==> src/rtl/taillight_seq_if.sv <==
// Lamp-sequencer bus: turn/hazard requests toward the sequencer,
// lamp drive and status strobes back from it.
interface taillight_seq_if #(
    parameter int LAMPS = 3
);
    logic               left;
    logic               right;
    logic               hazard;
    logic [2*LAMPS-1:0] lights;
    logic               busy;
    logic               tick;

    modport master (
        output left,
        output right,
        output hazard,
        input  lights,
        input  busy,
        input  tick
    );

    modport slave (
        input  left,
        input  right,
        input  hazard,
        output lights,
        output busy,
        output tick
    );
endinterface

==> src/rtl/taillight_seq.sv <==
// Sequential turn-signal / hazard controller: a free-running prescaler
// produces a step strobe, and a small FSM sweeps lamps outward per side.
module taillight_seq #(
    parameter int LAMPS    = 3,
    parameter int TICK_DIV = 4
) (
    input  logic           clk,
    input  logic           reset_n,
    taillight_seq_if.slave bus
);

    localparam int CW = (TICK_DIV > 1) ? $clog2(TICK_DIV) : 1;
    localparam int SW = $clog2(LAMPS + 1);
    localparam int NL = 2 * LAMPS;

    localparam logic [CW-1:0] COUNT_LAST = CW'(TICK_DIV - 1);
    localparam logic [SW-1:0] STEP_LAST  = SW'(LAMPS);
    localparam logic [SW-1:0] STEP_ONE   = SW'(1);

    typedef enum logic [1:0] {
        IDLE   = 2'd0,
        LEFT   = 2'd1,
        RIGHT  = 2'd2,
        HAZARD = 2'd3
    } state_t;

    logic [CW-1:0] count_q, count_d;
    logic          tick_q,  tick_d;
    state_t        state_q, state_d;
    logic [SW-1:0] step_q,  step_d;
    logic [NL-1:0] lights_q, lights_d;
    logic          busy_q,  busy_d;

    logic          hazReq;
    logic          leftReq;
    logic          rightReq;
    state_t        decState;
    logic [SW-1:0] decStep;
    logic [LAMPS-1:0] sideMask;

    // Prescaler: tick is raised as the count wraps, so it lands one full
    // period after reset and stays high when TICK_DIV is 1.
    always_comb begin
        count_d = count_q + CW'(1);
        tick_d  = 1'b0;
        if (count_q == COUNT_LAST) begin
            count_d = '0;
            tick_d  = 1'b1;
        end
    end

    always_ff @(posedge clk or negedge reset_n) begin
        if (!reset_n) begin
            count_q <= '0;
            tick_q  <= 1'b0;
        end else begin
            count_q <= count_d;
            tick_q  <= tick_d;
        end
    end

    // Both turn requests at once are treated as a hazard request.
    always_comb begin
        hazReq   = bus.hazard | (bus.left & bus.right);
        leftReq  = bus.left  & ~hazReq;
        rightReq = bus.right & ~hazReq;
    end

    always_comb begin
        decState = IDLE;
        decStep  = '0;
        if (hazReq) begin
            decState = HAZARD;
            decStep  = STEP_ONE;
        end else if (leftReq) begin
            decState = LEFT;
            decStep  = STEP_ONE;
        end else if (rightReq) begin
            decState = RIGHT;
            decStep  = STEP_ONE;
        end
    end

    // In HAZARD the step register doubles as the phase: 1 = all on, 0 = all off.
    always_comb begin
        state_d = state_q;
        step_d  = step_q;
        case (state_q)
            IDLE: begin
                if (step_q != '0) begin
                    state_d = IDLE;
                    step_d  = '0;
                end else begin
                    state_d = decState;
                    step_d  = decStep;
                end
            end
            LEFT, RIGHT: begin
                if (step_q > STEP_LAST) begin
                    state_d = IDLE;
                    step_d  = '0;
                end else if (hazReq) begin
                    state_d = HAZARD;
                    step_d  = STEP_ONE;
                end else if (step_q == '0) begin
                    state_d = decState;
                    step_d  = decStep;
                end else if (step_q == STEP_LAST) begin
                    step_d  = '0;
                end else begin
                    step_d  = step_q + SW'(1);
                end
            end
            HAZARD: begin
                if (step_q == STEP_ONE) begin
                    step_d  = '0;
                end else if (step_q == '0) begin
                    state_d = decState;
                    step_d  = decStep;
                end else begin
                    state_d = IDLE;
                    step_d  = '0;
                end
            end
            default: begin
                state_d = IDLE;
                step_d  = '0;
            end
        endcase
    end

    // Lamp pattern is derived from the next state so it registers together with it.
    always_comb begin
        sideMask = '0;
        for (int i = 0; i < LAMPS; i++) begin
            sideMask[i] = (i < int'(step_d));
        end
        lights_d = '0;
        case (state_d)
            LEFT:    lights_d[LAMPS-1:0]  = sideMask;
            RIGHT:   lights_d[NL-1:LAMPS] = sideMask;
            HAZARD:  lights_d = (step_d == STEP_ONE) ? {NL{1'b1}} : {NL{1'b0}};
            default: lights_d = '0;
        endcase
        busy_d = (state_d != IDLE);
    end

    always_ff @(posedge clk or negedge reset_n) begin
        if (!reset_n) begin
            state_q  <= IDLE;
            step_q   <= '0;
            lights_q <= '0;
            busy_q   <= 1'b0;
        end else if (tick_q) begin
            state_q  <= state_d;
            step_q   <= step_d;
            lights_q <= lights_d;
            busy_q   <= busy_d;
        end
    end

    assign bus.lights = lights_q;
    assign bus.busy   = busy_q;
    assign bus.tick   = tick_q;

endmodule

==> src/flat_wrapper.sv <==
// flat-port wrapper written by rule: the top's interface ports become plain ports
module taillight_seq_flat 
#(
    parameter int LAMPS    = 3,
    parameter int TICK_DIV = 4
)
  (clk, reset_n, bus_left, bus_right, bus_hazard, bus_lights, bus_busy, bus_tick);
  taillight_seq_if #(.LAMPS(LAMPS)) bus_i ();
  input  logic clk;
  input  logic reset_n;
  input wire logic [$bits(bus_i.left)-1:0] bus_left;
  input wire logic [$bits(bus_i.right)-1:0] bus_right;
  input wire logic [$bits(bus_i.hazard)-1:0] bus_hazard;
  output wire logic [$bits(bus_i.lights)-1:0] bus_lights;
  output wire logic [$bits(bus_i.busy)-1:0] bus_busy;
  output wire logic [$bits(bus_i.tick)-1:0] bus_tick;
  assign bus_i.left = bus_left;
  assign bus_i.right = bus_right;
  assign bus_i.hazard = bus_hazard;
  assign bus_lights = bus_i.lights;
  assign bus_busy = bus_i.busy;
  assign bus_tick = bus_i.tick;
  taillight_seq #(.LAMPS(LAMPS), .TICK_DIV(TICK_DIV)) u_core (.clk(clk), .reset_n(reset_n), .bus(bus_i));
endmodule
==> config.mk <==
export PLATFORM = sky130hd
export DESIGN_NAME = taillight_seq_flat
export DESIGN_NICKNAME = d
export VERILOG_FILES = /design/src/rtl/taillight_seq_if.sv /design/src/rtl/taillight_seq.sv /design/src/flat_wrapper.sv
export SDC_FILE = /design/constraint.sdc
export NUM_CORES = 1
export LEC_CHECK = 0
export ABC_AREA = 1
export BUFFER_PORTS_ARGS = -buffer_cell sky130_fd_sc_hd__buf_2
export CORE_ASPECT_RATIO = 0.75
export CORE_UTILIZATION = 49
export DETAILED_ROUTE_END_ITERATION = 8
export PLACE_DENSITY = 0.7
export SETUP_SLACK_MARGIN = 0.05
export SLEW_MARGIN = 20
export SYNTH_ARGS = -nofsm -noshare
export SYNTH_HDL_FRONTEND = slang
export SYNTH_SLANG_ARGS = --single-unit
==> constraint.sdc <==
create_clock -name clk -period 3.2 [get_ports clk]
set_input_delay 0.16 -clock clk [delete_from_list [all_inputs] [get_ports clk]]
set_output_delay 0.16 -clock clk [all_outputs]
set_load 0.03 [all_outputs]
==> impl_metrics.ini <==
[run_status]
status = finished clean

[floorplan]
die_width_microns = 51.5
ios = 13
fp.dieH_microns = 39.1
fp.coreArea_sq_mm = 0.00172
rows = 13
die-area_sq_mm = 0.00201
start_util_pct = 52.2

[layout]
ff_latch_area_sq_um = 350
final_cell_mix = nand2_1, dfrtp_1, buf_2, nand3_1, inv_1
final_cells = 149
nNetsFinal = 139
area_growth_pct = 13.4
layout_commonest_cell = nand2_1
multi_input_area_sq_um = 479
finalInstanceArea_sq_mm = 0.00102
antenna-diode-count = 0
drive_above_1_share_pct = 32.3
fillers = 162

[logic_synthesis]
syn_inst = 111
ys_top_cells_by_area = dfrtp_1, nand2_1, ha_1
ys_ff_latch = 14
yosysTopAreaCellShare_pct = 38.9
yosysWarnings = 0
syn_area_per_cell_sq_um = 8.10
ys_seq_area_share_pct = 38.9
yosysTopAreaCell = dfrtp_1
synthDistinctLibCells = 20
syn_area_sq_um = 900
syn-num-nets = 122

[clock_tree]
clkLatencyLatePin_ns = 0.28
cts_resized = 0
cts_tree = built
cts_buffer_depth = 2
cts_made_buffers = 3
htreeDepth = 1
clkSlewWorstSetupHoldPaths_ns = 0.08
clockRootBuffer = clkbuf_4
cts_num_sinks = 14

[placement]
place_area_sq_um = 973
globalplace.congestion = 0.866
port_buffers = 12
dp_hpwl_microns = 1280
post-place-cells = 144

[global_route]
grt.total_usage_pct = 19.7
overflow = 0
grt_pass1_vias = 614
grt_pass1_wl_microns = 2700
antenna_found_initial = 0
grt_max_degree = 16

[worst_setup_path]
critPathMaxFanout = 4
r2r_cells = 11
criticalPathCategory = flip-flop to flip-flop
cp-start-kind = flip-flop
critPathCapture = u_core.bus.lights[2]
crit_start = u_core.state_q[0]
crit_arrival_ns = 1.90
rrSetupSlack_ns = 1.52
cp-end-kind = flip-flop
worstPathRequired_ns = 3.42
timing.rr.start = u_core.state_q[0]
r2r_end = u_core.bus.lights[2]

[worst_hold_path]
hold_class = input pin to asynchronous set/reset pin

[timing]
fmax_mhz = 597
finalSetupViolCount = 0
rsz0062_at_grt = false
hold_violations = 0
fin_setup_tns_ns = 0
worst_pin_slew_ns = 0.459
skew_ns = 0.00633
fin_hold_ws_ns = 0.289
max_slew_margin_pct = 69.4
slew_viol_final = 0
post-route-min-period_ns = 1.68
period_share_pct = 52.4

[detailed_routing]
via_per_inst = 4.71
drc = 0
finalWirelength_microns = 1610
post_drt_wl_per_cell_microns = 10.8
ant_nets = 0
drt_iter0_markers = 16
drt-pass1-iter-count = 4
num_vias = 702

[power_and_ir_drop]
leakagePower_nw = 0.575
vdd_drop_max_mv = 0.706
cellPowerDensity_mw_per_mm2 = 1100

[flow_run]
cap_viol_max_count = 0
==> logic make-up after synthesis <==
family / share of synthesized area, %
simple gates: 37.7
buf+inv: 7.79
flops: 38.9
compound gates: 7.23
fa+ha+maj: 8.34
==> flip-flops by register name (all words and copies together), names as in the netlist <==
register and flops:
u_core.state_q 2, u_core.count_q 2, u_core.bus.busy 1, u_core.step_q 2, u_core.bus.lights 6, u_core.bus.tick 1
==> through the flow <==
stage / power, mW / utilization (%) / worst slack, ns
after floorplan: 0.870 / - / 1.68
after global placement: 0.974 / 56.5 / 1.58
after detailed placement: 0.995 / 56.5 / 1.54
after CTS: 1.13 / 59.1 / 1.51
after global routing: 1.23 / 59.1 / 1.34
final: 1.12 / 59.1 / 1.52
==> synthesized netlist by cell type <==
library cell	n
nand2_1	34
dfrtp_1	14
nand3_1	9
inv_1	8
nor2_1	7
ha_1	6
inv_2	6
nand2_2	5
nand2_4	4
nand3_2	4
o21ai_0	3
a21oi_1	2
nor2_2	2
a21oi_2	1
a21oi_4	1
a31oi_1	1
clkbuf_8	1
clkinv_1	1
nor2_4	1
o21ai_2	1
==> critical path, cell delays in order (launching register included) <==
cell and delay (ns):
dfrtp_1 0.37, inv_1 0.06, ha_1 0.32, inv_2 0.09, nand3_2 0.14, nand2_1 0.13, nand3_2 0.10, nor2_1 0.18
nand2_1 0.07, nand2_1 0.06, nand2_1 0.04, nand2_1 0.07
==> worst min-delay path by stage <==
| stage | from | endpoint | slack [ns] | cells past startpoint |
|---|---|---|---|---|
| 6_report | reset_n | u_core.bus.lights[5] | 0.29 | 2 |
| 3_5_place_dp | reset_n | u_core.step_q[1] | 0.07 | 1 |
| 2_1_floorplan | reset_n | u_core.bus.busy | -0.14 | 0 |
| 5_1_grt | reset_n | u_core.step_q[1] | 0.32 | 2 |
| 4_1_cts | reset_n | u_core.step_q[1] | 0.30 | 2 |
| 3_3_place_gp | reset_n | u_core.step_q[0] | 0.06 | 1 |
==> per-layer routing <==
layer,share of wire (%),GRT usage [%],routed length (microns),up-vias
li1,-,-,-,377
met1,51,25.7,827,314
met2,45,30.5,718,9
met3,3.7,8.24,59,2
met4,0.50,4.05,8,0
met5,0,0,0,-
==> what timing repair did <==
item | 4_1_cts | 5_1_grt
endpoints found under the hold margin | 14 | 0
hold buffers | 1 | 0
setup buffers | 0 | 0
==> final cells by class <==
class                           instances  share of cell area (%)
Multi-Input combinational cell         81                    47.0
Sequential cell                        14                    34.4
Timing Repair Buffer                   13                    6.87
Inverter                               15                    5.52
Clock buffer                            4                    3.56
Tap cell                               22                    2.70
==> where the power goes <==
group | switching (mW) | internal, mW | leakage, nW
logic | 0.487 | 0.252 | 0.376
registers | 0.0297 | 0.223 | 0.178
clock network | 0.0563 | 0.0693 | 0.0210
total | 0.573 | 0.544 | 0.575
No activity file was read; power rests on OpenSTA's default activity.
